**config.mk**
```make
export PLATFORM = sky130hd
export DESIGN_NAME = ste_dma_snd_ctl
export DESIGN_NICKNAME = d
export VERILOG_FILES = /design/src/rtl/ste_dma_snd_ctl.sv
export SDC_FILE = /design/constraint.sdc
export NUM_CORES = 1
export LEC_CHECK = 0
export BUFFER_PORTS_ARGS = -buffer_cell sky130_fd_sc_hd__clkbuf_2
export CORE_ASPECT_RATIO = 1.2
export CORE_MARGIN = 3
export CORE_UTILIZATION = 23
export DETAILED_ROUTE_END_ITERATION = 10
export PLACE_DENSITY = 0.42
export SYNTH_ARGS = -nofsm -noshare
export SYNTH_HDL_FRONTEND = slang
export SYNTH_SLANG_ARGS = --single-unit
export TNS_END_PERCENT = 20
```
**constraint.sdc**
```tcl
create_clock -name clk32 -period 3 [get_ports clk32]
set_input_delay 0.45 -clock clk32 [delete_from_list [all_inputs] [get_ports clk32]]
set_output_delay 0.45 -clock clk32 [all_outputs]
set_load 0.1 [all_outputs]
```
**src/rtl/ste_dma_snd_ctl.sv**
```systemverilog
// ste_dma_snd_ctl
// STE DMA sound frame controller. Holds the frame start/end/counter registers
// and the play/loop control, and fetches one RAM word per granted sound slot
// by pulsing SLOAD_N toward the shifter's sound FIFO.
//
// Ports:
//   clk32, resb        clock, synchronous active-low reset
//   CS, RW, A, DIN     CPU register access ($FF8900 window, low byte only)
//   DOUT               register read data, 0 unless CS & RW
//   SND_SLOT           one-cycle sound DMA grant from the MCU
//   SREQ               shifter FIFO not full
//   SLOAD_N, SADDR     load strobe and word address toward shifter / address mux
//   SACTIVE            frame playing (MFP GPIP7 / timer A)
//   FEND               one-cycle pulse at each frame end
//
// state   | meaning
// --------+---------------------------------------------------------------
// S_IDLE  | not playing, waiting for play = 1
// S_ARM   | load counter/cur_end from the shadow start/end registers
// S_RUN   | frame active, waiting for a slot while the FIFO has room
// S_FETCH | SLOAD_N low for LOAD_CYCLES cycles, then advance the counter

module ste_dma_snd_ctl #(
  parameter int LOAD_CYCLES = 4
) (
  input  logic        clk32,
  input  logic        resb,
  input  logic        CS,
  input  logic        RW,
  input  logic [6:1]  A,
  input  logic [7:0]  DIN,
  output logic [7:0]  DOUT,
  input  logic        SND_SLOT,
  input  logic        SREQ,
  output logic        SLOAD_N,
  output logic [23:1] SADDR,
  output logic        SACTIVE,
  output logic        FEND
);

  localparam int CW = $clog2(LOAD_CYCLES);

  typedef enum logic [1:0] {S_IDLE, S_ARM, S_RUN, S_FETCH} state_t;

  state_t        state;
  logic          cs_q;
  logic          play;
  logic          loop_en;
  logic [7:0]    start_hi, start_mid;
  logic [7:1]    start_lo;
  logic [7:0]    end_hi, end_mid;
  logic [7:1]    end_lo;
  logic [23:1]   counter;
  logic [23:1]   cur_end;
  logic [CW-1:0] ld_cnt;

  logic          wr_stb;
  logic          wr_ctrl;
  logic          play_next;
  logic [23:1]   start_word;
  logic [23:1]   end_word;
  logic [23:1]   counter_inc;

  // A write is taken only on the first cycle of a CS write access.
  assign wr_stb      = CS & ~RW & ~cs_q;
  assign wr_ctrl     = wr_stb && (A == 6'h00);
  // IDLE reacts to the play write in the same cycle so ARM follows it directly.
  assign play_next   = wr_ctrl ? DIN[0] : play;
  assign start_word  = {start_hi, start_mid, start_lo};
  assign end_word    = {end_hi, end_mid, end_lo};
  assign counter_inc = counter + 23'd1;

  always_ff @(posedge clk32) begin
    if (!resb) begin
      state     <= S_IDLE;
      cs_q      <= 1'b0;
      play      <= 1'b0;
      loop_en   <= 1'b0;
      start_hi  <= '0;
      start_mid <= '0;
      start_lo  <= '0;
      end_hi    <= '0;
      end_mid   <= '0;
      end_lo    <= '0;
      counter   <= '0;
      cur_end   <= '0;
      ld_cnt    <= '0;
      SLOAD_N   <= 1'b1;
      SADDR     <= '0;
      SACTIVE   <= 1'b0;
      FEND      <= 1'b0;
    end else begin
      cs_q <= CS;
      FEND <= 1'b0;

      if (wr_stb) begin
        case (A)
          6'h01:   start_hi  <= DIN;
          6'h02:   start_mid <= DIN;
          6'h03:   start_lo  <= DIN[7:1];
          6'h07:   end_hi    <= DIN;
          6'h08:   end_mid   <= DIN;
          6'h09:   end_lo    <= DIN[7:1];
          default: ;
        endcase
      end

      case (state)
        S_IDLE: begin
          SACTIVE <= 1'b0;
          if (play_next) begin
            state   <= S_ARM;
            SACTIVE <= 1'b1;
          end
        end

        S_ARM: begin
          counter <= start_word;
          cur_end <= end_word;
          if (start_word == end_word) begin
            FEND <= 1'b1;
            // Looping an empty frame still honours a stop request.
            if (loop_en && play) begin
              state <= S_ARM;
            end else begin
              play    <= 1'b0;
              state   <= S_IDLE;
              SACTIVE <= 1'b0;
            end
          end else begin
            state <= S_RUN;
          end
        end

        S_RUN: begin
          if (!play) begin
            state   <= S_IDLE;
            SACTIVE <= 1'b0;
          end else if (SND_SLOT && SREQ) begin
            state   <= S_FETCH;
            SLOAD_N <= 1'b0;
            SADDR   <= counter;
            ld_cnt  <= CW'(LOAD_CYCLES - 1);
          end
        end

        S_FETCH: begin
          if (ld_cnt == '0) begin
            SLOAD_N <= 1'b1;
            counter <= counter_inc;
            // A stop during the strobe wins over a frame end: no FEND.
            if (!play) begin
              state   <= S_IDLE;
              SACTIVE <= 1'b0;
            end else if (counter_inc == cur_end) begin
              FEND <= 1'b1;
              if (loop_en) begin
                state <= S_ARM;
              end else begin
                play    <= 1'b0;
                state   <= S_IDLE;
                SACTIVE <= 1'b0;
              end
            end else begin
              state <= S_RUN;
            end
          end else begin
            ld_cnt <= ld_cnt - 1'b1;
          end
        end

        default: state <= S_IDLE;
      endcase

      // CPU control write lands last so it overrides an end-of-frame clear.
      if (wr_ctrl) begin
        play    <= DIN[0];
        loop_en <= DIN[1];
      end
    end
  end

  always_comb begin
    DOUT = 8'h00;
    if (CS && RW) begin
      case (A)
        6'h00:   DOUT = {6'b0, loop_en, play};
        6'h01:   DOUT = start_hi;
        6'h02:   DOUT = start_mid;
        6'h03:   DOUT = {start_lo, 1'b0};
        6'h04:   DOUT = counter[23:16];
        6'h05:   DOUT = counter[15:8];
        6'h06:   DOUT = {counter[7:1], 1'b0};
        6'h07:   DOUT = end_hi;
        6'h08:   DOUT = end_mid;
        6'h09:   DOUT = {end_lo, 1'b0};
        default: DOUT = 8'h00;
      endcase
    end
  end

endmodule
```
Word-level counts from Yosys, hierarchy flattened
Cells that the tools add are included.

storage, ports and cells
  flip-flop bits (word level) = 125
  bits in latches = 0
  bits in writable memories = 0
  bits in read-only memories = 0
  input port bits = 20
  output and inout port bits = 34
  word-level logic and storage cells = 116
  memories kept = 0

cells by class
  add/subtract/negate cells = 2
  multipliers = 0
  div/mod/pow operators = 0
  magnitude comparators = 0
  equality and inequality tests = 28
  shift-type cells = 0
  multiplexer cells = 42
  bitwise operators = 4
  reductions and logical operators = 23

operators with widths
  cell                     number
  $pmux W8 S10             1
  $eq A23 B23 Y1           2
  $pmux W23 S2             1
  $eq A6 B3 Y1 const B     4
  $add A23 B1 Y23 const B  1
  $mux W1                  23
  $mux W23                 1
  $mux W2                  9
  $ne A3 B3 Y1 const B     6
  $ne A2 B2 Y1 const B     8
  $reduce_and A2 Y1        7
  $eq A6 B2 Y1 const B     2
  $eq A6 B4 Y1 const B     2
  $reduce_and A4 Y1        3
  $mux W8                  1
  $pmux W2 S4              1
  $eq A6 B1 Y1 const B     1
  $logic_not A6 Y1         1
  $pmux W1 S2              3
  $reduce_and A3 Y1        2
  $reduce_and A6 Y1        1
  $eq A2 B2 Y1 const B     2
  $logic_and A1 B1 Y1      4
  $logic_not A2 Y1         2
  8 further kinds          11

Depth between registers and ports, before layout
Gate-level depths: netlist of the first run.

  word-level depth = 7
  mapped depth = 10
  mapped depth without buffers = 9

Worst setup path before layout of the first run
No wires, ideal clock.

  path type = input to output
  from = in A[4] (netlist name)
  to = out DOUT[4]
  arrival = 3.443 ns
  data required time = 2.550 ns
  setup slack = -0.893 ns
  stages on the path = 6
  buffers on the path = 1
  path through = nor3_1 -> nand2b_1 -> nor2_1 -> clkbuf_1 -> a22oi_1 -> a31oi_1

on the way
  longest elaborated chain between the ends = 3
  elaborated cells between the ends (all ways) = 12
  classes of those cells = 9 x eq/ne; 2 x mux; 1 x reduce/logical

RTL lines
  element                                     line  source
  from (decl)                                 30    input logic [6:1] A,
  $eq A6 B4 Y1, or another cell as far along  186   case (A)
  $pmux W8 S10 (*)                            186
  $mux W8 (*)                                 185   if (CS && RW) begin
  to (decl)                                   32    output logic [7:0] DOUT,

Mark *: on every way between the ends. The rest lies on a longest branch, timed or not.

Worst setup path in the final report of the first run
  from = in A[2] (netlist name)
  to = out DOUT[2]

The elaborated chain is that of the path after synthesis.

==> impl_metrics.json, run 1 <==
{
  "run_status": "finished, final reports clean",
  "p_leak_nw": 3.18,
  "yosysMostFrequentCell": "nand2_1",
  "worstPathRequired_ps": 2550,
  "relSlewSlack": 0.448,
  "vias": 7024,
  "path_clk_slew_ps": 60,
  "ys.warnings.count": 0,
  "firstDrtPassIters": 5,
  "cts_tree": "built",
  "fin_crit_ps": 2810,
  "max_cap_viol_count": 0,
  "cts-root-buf": "clkbuf_16",
  "syn_avg_cell_area_sq_um": 7.76,
  "critPathMaxFanout": 11,
  "drt_iter0_markers": 631,
  "synthArstFlopShare": 0,
  "core_area_sq_um": 29700,
  "fmax_ghz": 0.356,
  "insertion_delay_ps": 430,
  "portBuffers": 53,
  "die-area_sq_um": 32400,
  "cts_max_level": 4,
  "grt_pass1_vias": 6778,
  "syn_area_sq_um": 6950,
  "antenna_found_initial": 0,
  "synth_area_leaders": "dfxtp_1 (36%), nand2_1 (9.6%), a21oi_1 (6.8%)",
  "drc": 0,
  "gp_congestion": 0.916,
  "ff_latch_area_sq_um": 2500,
  "synth_cell_types": 64,
  "io_pins": 54,
  "route.detailed.wl_per_inst_um": 21.3,
  "synth_top_area_share": 0.360,
  "ys_seq_area_frac": 0.360,
  "track_usage": 0.182,
  "grt_max_degree": 44,
  "final_area_sq_um": 8750,
  "critPathArrivalTime_ps": 2360,
  "crit_type": "in -> out",
  "multi_input_area_sq_um": 4170,
  "critPathCaptureType": "output pin",
  "nNetsFinal": 990,
  "period_share": 0.938,
  "clockBufferDepth": 2,
  "initial_core_util": 0.234,
  "yosys-top-cells-count": "nand2_1 (178), dfxtp_1 (125), a21oi_1 (95), nor2_1 (59), clkbuf_1 (46)",
  "synth-main-ff-cell": "dfxtp_1",
  "synth_top_area_cell": "dfxtp_1",
  "dieWidth_um": 165,
  "synthCells": 896,
  "hold_viol": 0,
  "irDropWorstVdd_uv": 333,
  "cts_made_buffers": 17,
  "n_antenna_cell": 0,
  "ant_nets": 0,
  "grt_pass1_wl_um": 44300,
  "power_density_nw_per_um2": 465,
  "overflow": 0,
  "wl_um": 29200,
  "setup_tns_ps": 0,
  "rows": 69,
  "setup_viol": 0,
  "synth_seq_cells": 125,
  "syn-num-nets": 918,
  "clkSinkCount": 125,
  "hold_path.class": "in -> reg",
  "dpl-instance-area_sq_um": 8100,
  "final_cells": 1370,
  "r2r_setup_slack_ps": 230,
  "rsz0062_at_grt": "false",
  "drv_slew": 0,
  "drive_gt1_frac": 0.185,
  "start_kind": "primary input",
  "synth_edf_count": 0,
  "fillers": 3275,
  "via_per_inst": 5.13,
  "die_h_um": 196,
  "tightest_slew_ps": 817,
  "area_growth_pct": 25.8,
  "place_inst": 1339,
  "dp_hpwl_um": 21800,
  "finClkSkew_ps": 12.4
}
## area by class of cell
cell class,instances,area share
clock buffer,23,0.0569
sequential,125,0.286
timing repair buffer,120,0.104
tap,390,0.0558
clock inverter,8,0.0149
multi-input combinational,692,0.477
inverter,12,0.00529
## power breakdown
part	leakage, nW	switching, mW	internal (mW)
Combinational	1.88	0.0936	0.0389
Clock	0.298	0.847	1.42
Sequential	1.01	0.00441	1.66
Total	3.18	0.945	3.12
## logic make-up (layout without fill, tap and decap cells)
kind of cell / count (synthesis) / after routing / share of synthesized area
and+or+nand+nor: 375 / 375 / 0.260
AOI/OAI and AO/OA: 217 / 217 / 0.192
DFF: 125 / 125 / 0.360
buffers and inverters: 79 / 163 / 0.0502
xor gates and xnor gates: 53 / 53 / 0.0687
muxes: 45 / 45 / 0.0651
adders and majority gates: 2 / 2 / 0.00360
## worst max-delay path, stage by stage
cell and delay (ps):
clkbuf_2 170, nor4_1 340, and2_1 200, o211ai_1 230
buf_4 250, a31oi_1 460, buf_12 250
## routing by layer
| metal | vias to the layer above | global-route usage | wire length, um |
|---|---|---|---|
| li1 | 3337 | - | - |
| met1 | 3398 | 0.252 | 13400 |
| met2 | 251 | 0.298 | 13800 |
| met3 | 38 | 0.0198 | 1390 |
| met4 | 0 | 0.0541 | 650 |
| met5 | - | 0 | 0 |
## cells in the final DEF (no fill, tap or decap), types with 5 or more instances in the layout
cell type / count
a211oi_1: 10
a21o_1: 9
a21oi_1: 95
a221oi_1: 7
a22oi_1: 15
a31oi_2: 7
and2_1: 7
buf_12: 10
buf_4: 65
clkbuf_16: 17
clkbuf_2: 45
clkbuf_8: 5
dfxtp_1: 124
inv_1: 11
mux2i_1: 43
nand2_1: 178
nand2b_1: 6
nand3_1: 38
nand3b_1: 6
nand4_1: 20
nor2_1: 59
nor3_1: 11
nor3_2: 6
nor4_1: 11
o21ai_0: 28
o221ai_1: 11
o22ai_1: 10
xnor2_1: 20
xor2_1: 32
## through the flow
stage	utilization	power [mW]	hold slack [ps]	setup WS, ps
6_report	0.295	4.07	276	187
5_1_grt	0.295	4.19	289	4.04
4_1_cts	0.294	4.10	263	80.6
3_5_place_dp	0.273	1.84	447	104
3_3_place_gp	0.273	1.84	446	110
2_1_floorplan	-	1.77	443	-591
## what timing repair did
item | 4_1_cts | 5_1_grt
setup endpoints to repair | 0 | 3
buffers inserted | 0 | 0
hold buffers | 0 | 0
resized for setup | 0 | 3
## state kept, by name, summed over array words and instances, names as in the netlist
register   count
end_lo         7
FEND           1
ld_cnt         2
cur_end       23
counter       23
start_hi       8
end_mid        8
SACTIVE        1
SADDR         23
cs_q           1
state          2
SLOAD_N        1
start_mid      8
play           1
start_lo       7
end_hi         8
loop_en        1
## worst paths after layout
| check | start | endpoint | depth (start not counted) |
|---|---|---|---|
| max | A[2] | DOUT[2] | 7 |
| min | CS | cs_q$_SDFF_PN0_ | 2 |
| max reg2reg | counter[1]$_SDFFE_PN0P_ | state[1]$_SDFFE_PN0P_ | 10 |
| min reg2reg | SADDR[1]$_SDFFE_PN0P_ | SADDR[1]$_SDFFE_PN0P_ | 2 |
Power figures use the tool's default switching activity.
==> run 2: changes to the inputs <==
Settings changed: CORE_UTILIZATION 23 to 61, PLACE_DENSITY 0.42 to 0.85.
==> impl_metrics.json, run 2 (synthesis gave the netlist of run 1 again) <==
{
  "run_status": "finished, final reports clean",
  "path_clk_slew_ps": 60,
  "drc": 0,
  "cts_tree": "built",
  "portBuffers": 53,
  "rows": 42,
  "grt_pass1_wl_um": 36200,
  "reg.largest.list": "SADDR x23, counter x23, cur_end x23",
  "vias": 7276,
  "clockBufferDepth": 2,
  "cts-root-buf": "clkbuf_16",
  "dp_hpwl_um": 16500,
  "relSlewSlack": 0.302,
  "fin_crit_ps": 2880,
  "irDropWorstVdd_uv": 333,
  "r2r_setup_slack_ps": 120,
  "grt_max_degree": 75,
  "critPathArrivalTime_ps": 3170,
  "rsz0062_at_grt": "false",
  "n_antenna_cell": 0,
  "insertion_delay_ps": 430,
  "gp_congestion": 1.02,
  "wl_um": 23100,
  "hold_path.class": "in -> reg",
  "ant_nets": 0,
  "start_kind": "register",
  "area_growth_pct": 19.4,
  "antenna_found_initial": 0,
  "p_total_mw": 3.90,
  "die_h_um": 123,
  "worstPathRequired_ps": 3290,
  "dieWidth_um": 103,
  "drive_gt1_frac": 0.175,
  "clkSinkCount": 125,
  "track_usage": 0.372,
  "cts_made_buffers": 17,
  "cts_max_level": 4,
  "setup_viol": 0,
  "period_share": 0.960,
  "power_density_nw_per_um2": 470,
  "fillers": 887,
  "hold_buffers": 0,
  "max_cap_viol_count": 0,
  "critPathMaxFanout": 10,
  "final_common_cell": "nand2_1",
  "grt_pass1_vias": 6659,
  "hold_viol": 0,
  "tightest_slew_ps": 1040,
  "critPathCaptureType": "register",
  "io_pins": 54,
  "nNetsFinal": 976,
  "core_area_sq_um": 11100,
  "drt_iter0_markers": 790,
  "final_cell_mix": "nand2_1 (178), dfxtp_1 (123), a21oi_1 (95)",
  "crit_type": "reg -> reg",
  "die-area_sq_um": 12700,
  "route.detailed.wl_per_inst_um": 20.6,
  "via_per_inst": 6.49,
  "fmax_ghz": 0.347,
  "setup_tns_ps": 0,
  "finClkSkew_ps": 7.86,
  "p_leak_nw": 3.09,
  "initial_core_util": 0.627,
  "overflow": 0,
  "firstDrtPassIters": 6,
  "drv_slew": 0
}
-- run 2: cell count changes in the layout (fill, tap and decap cells not counted), sizes merged --
cell / change
inv: +6
clkinvlp: -3
buf: -14
clkbuf: -4
clkinv: +3
bufinv: -1
-- run 2: per-stage QoR --
stage / util / cell area, sq um / hold WS [ps] / setup WS, ps / instances
floorplan: - / 7000 / 443 / -591 / 896
global placement: 0.693 / 7690 / 440 / 270 / 1089
detailed placement: 0.693 / 7690 / 446 / 108 / 1089
CTS: 0.748 / 8290 / 294 / 126 / 1121
global route: 0.749 / 8300 / 323 / 28.4 / 1121
finish: 0.749 / 8300 / 297 / 119 / 1121
-- run 2: what timing repair did --
action / 4_1_cts / 5_1_grt
setup buffers: 0 / 0
resized for setup: 0 / 4
setup endpoints to repair: 0 / 5
-- run 2: area by class of cell --
cell class              count  area (sq um)  share of cell area
multi-input cells         692          4160               0.501
flip-flops and latches    125          2500               0.302
repair buffers            106           796              0.0959
clock buffers              19           453              0.0546
well taps                 154           193              0.0232
clock inverters            13           153              0.0184
inverters                  12          45.0             0.00543
-- run 2: worst max-delay path, stage by stage, from the launching register on --
cell,delay (ps)
dfxtp_1,350
ha_1,270
nand3_2,180
nor4_2,340
buf_4,230
o22ai_1,90
nor4_1,370
nand4_1,180
nor4_1,410
and4b_1,280
a211oi_2,50
-- run 2: path summary, 6_finish.rpt --
kind / from / endpoint / depth (start not counted)
worst max-delay path: counter[2]$_SDFFE_PN0P_ / play$_SDFFE_PN0P_ / 10
worst min-delay path: CS / cs_q$_SDFF_PN0_ / 2
worst max register to register: counter[2]$_SDFFE_PN0P_ / play$_SDFFE_PN0P_ / 10
worst min register to register: SADDR[12]$_SDFFE_PN0P_ / SADDR[12]$_SDFFE_PN0P_ / 2
-- run 2: power by group --
part	internal, mW	switching, mW	total [mW]	leakage, nW
Clock	1.29	0.827	2.11	0.300
Sequential	1.66	0.00449	1.67	1.01
Combinational	0.0349	0.0833	0.118	1.79
Total	2.98	0.915	3.90	3.09
-- run 2: routing by layer --
metal	vias up	global-route usage	wire, um	share of wire
met3	104	0.0767	2310	0.10
met2	464	0.584	10700	0.46
li1	3327	-	-	-
met4	0	0.182	1220	0.053
met1	3381	0.483	8890	0.39
met5	-	0	0	0
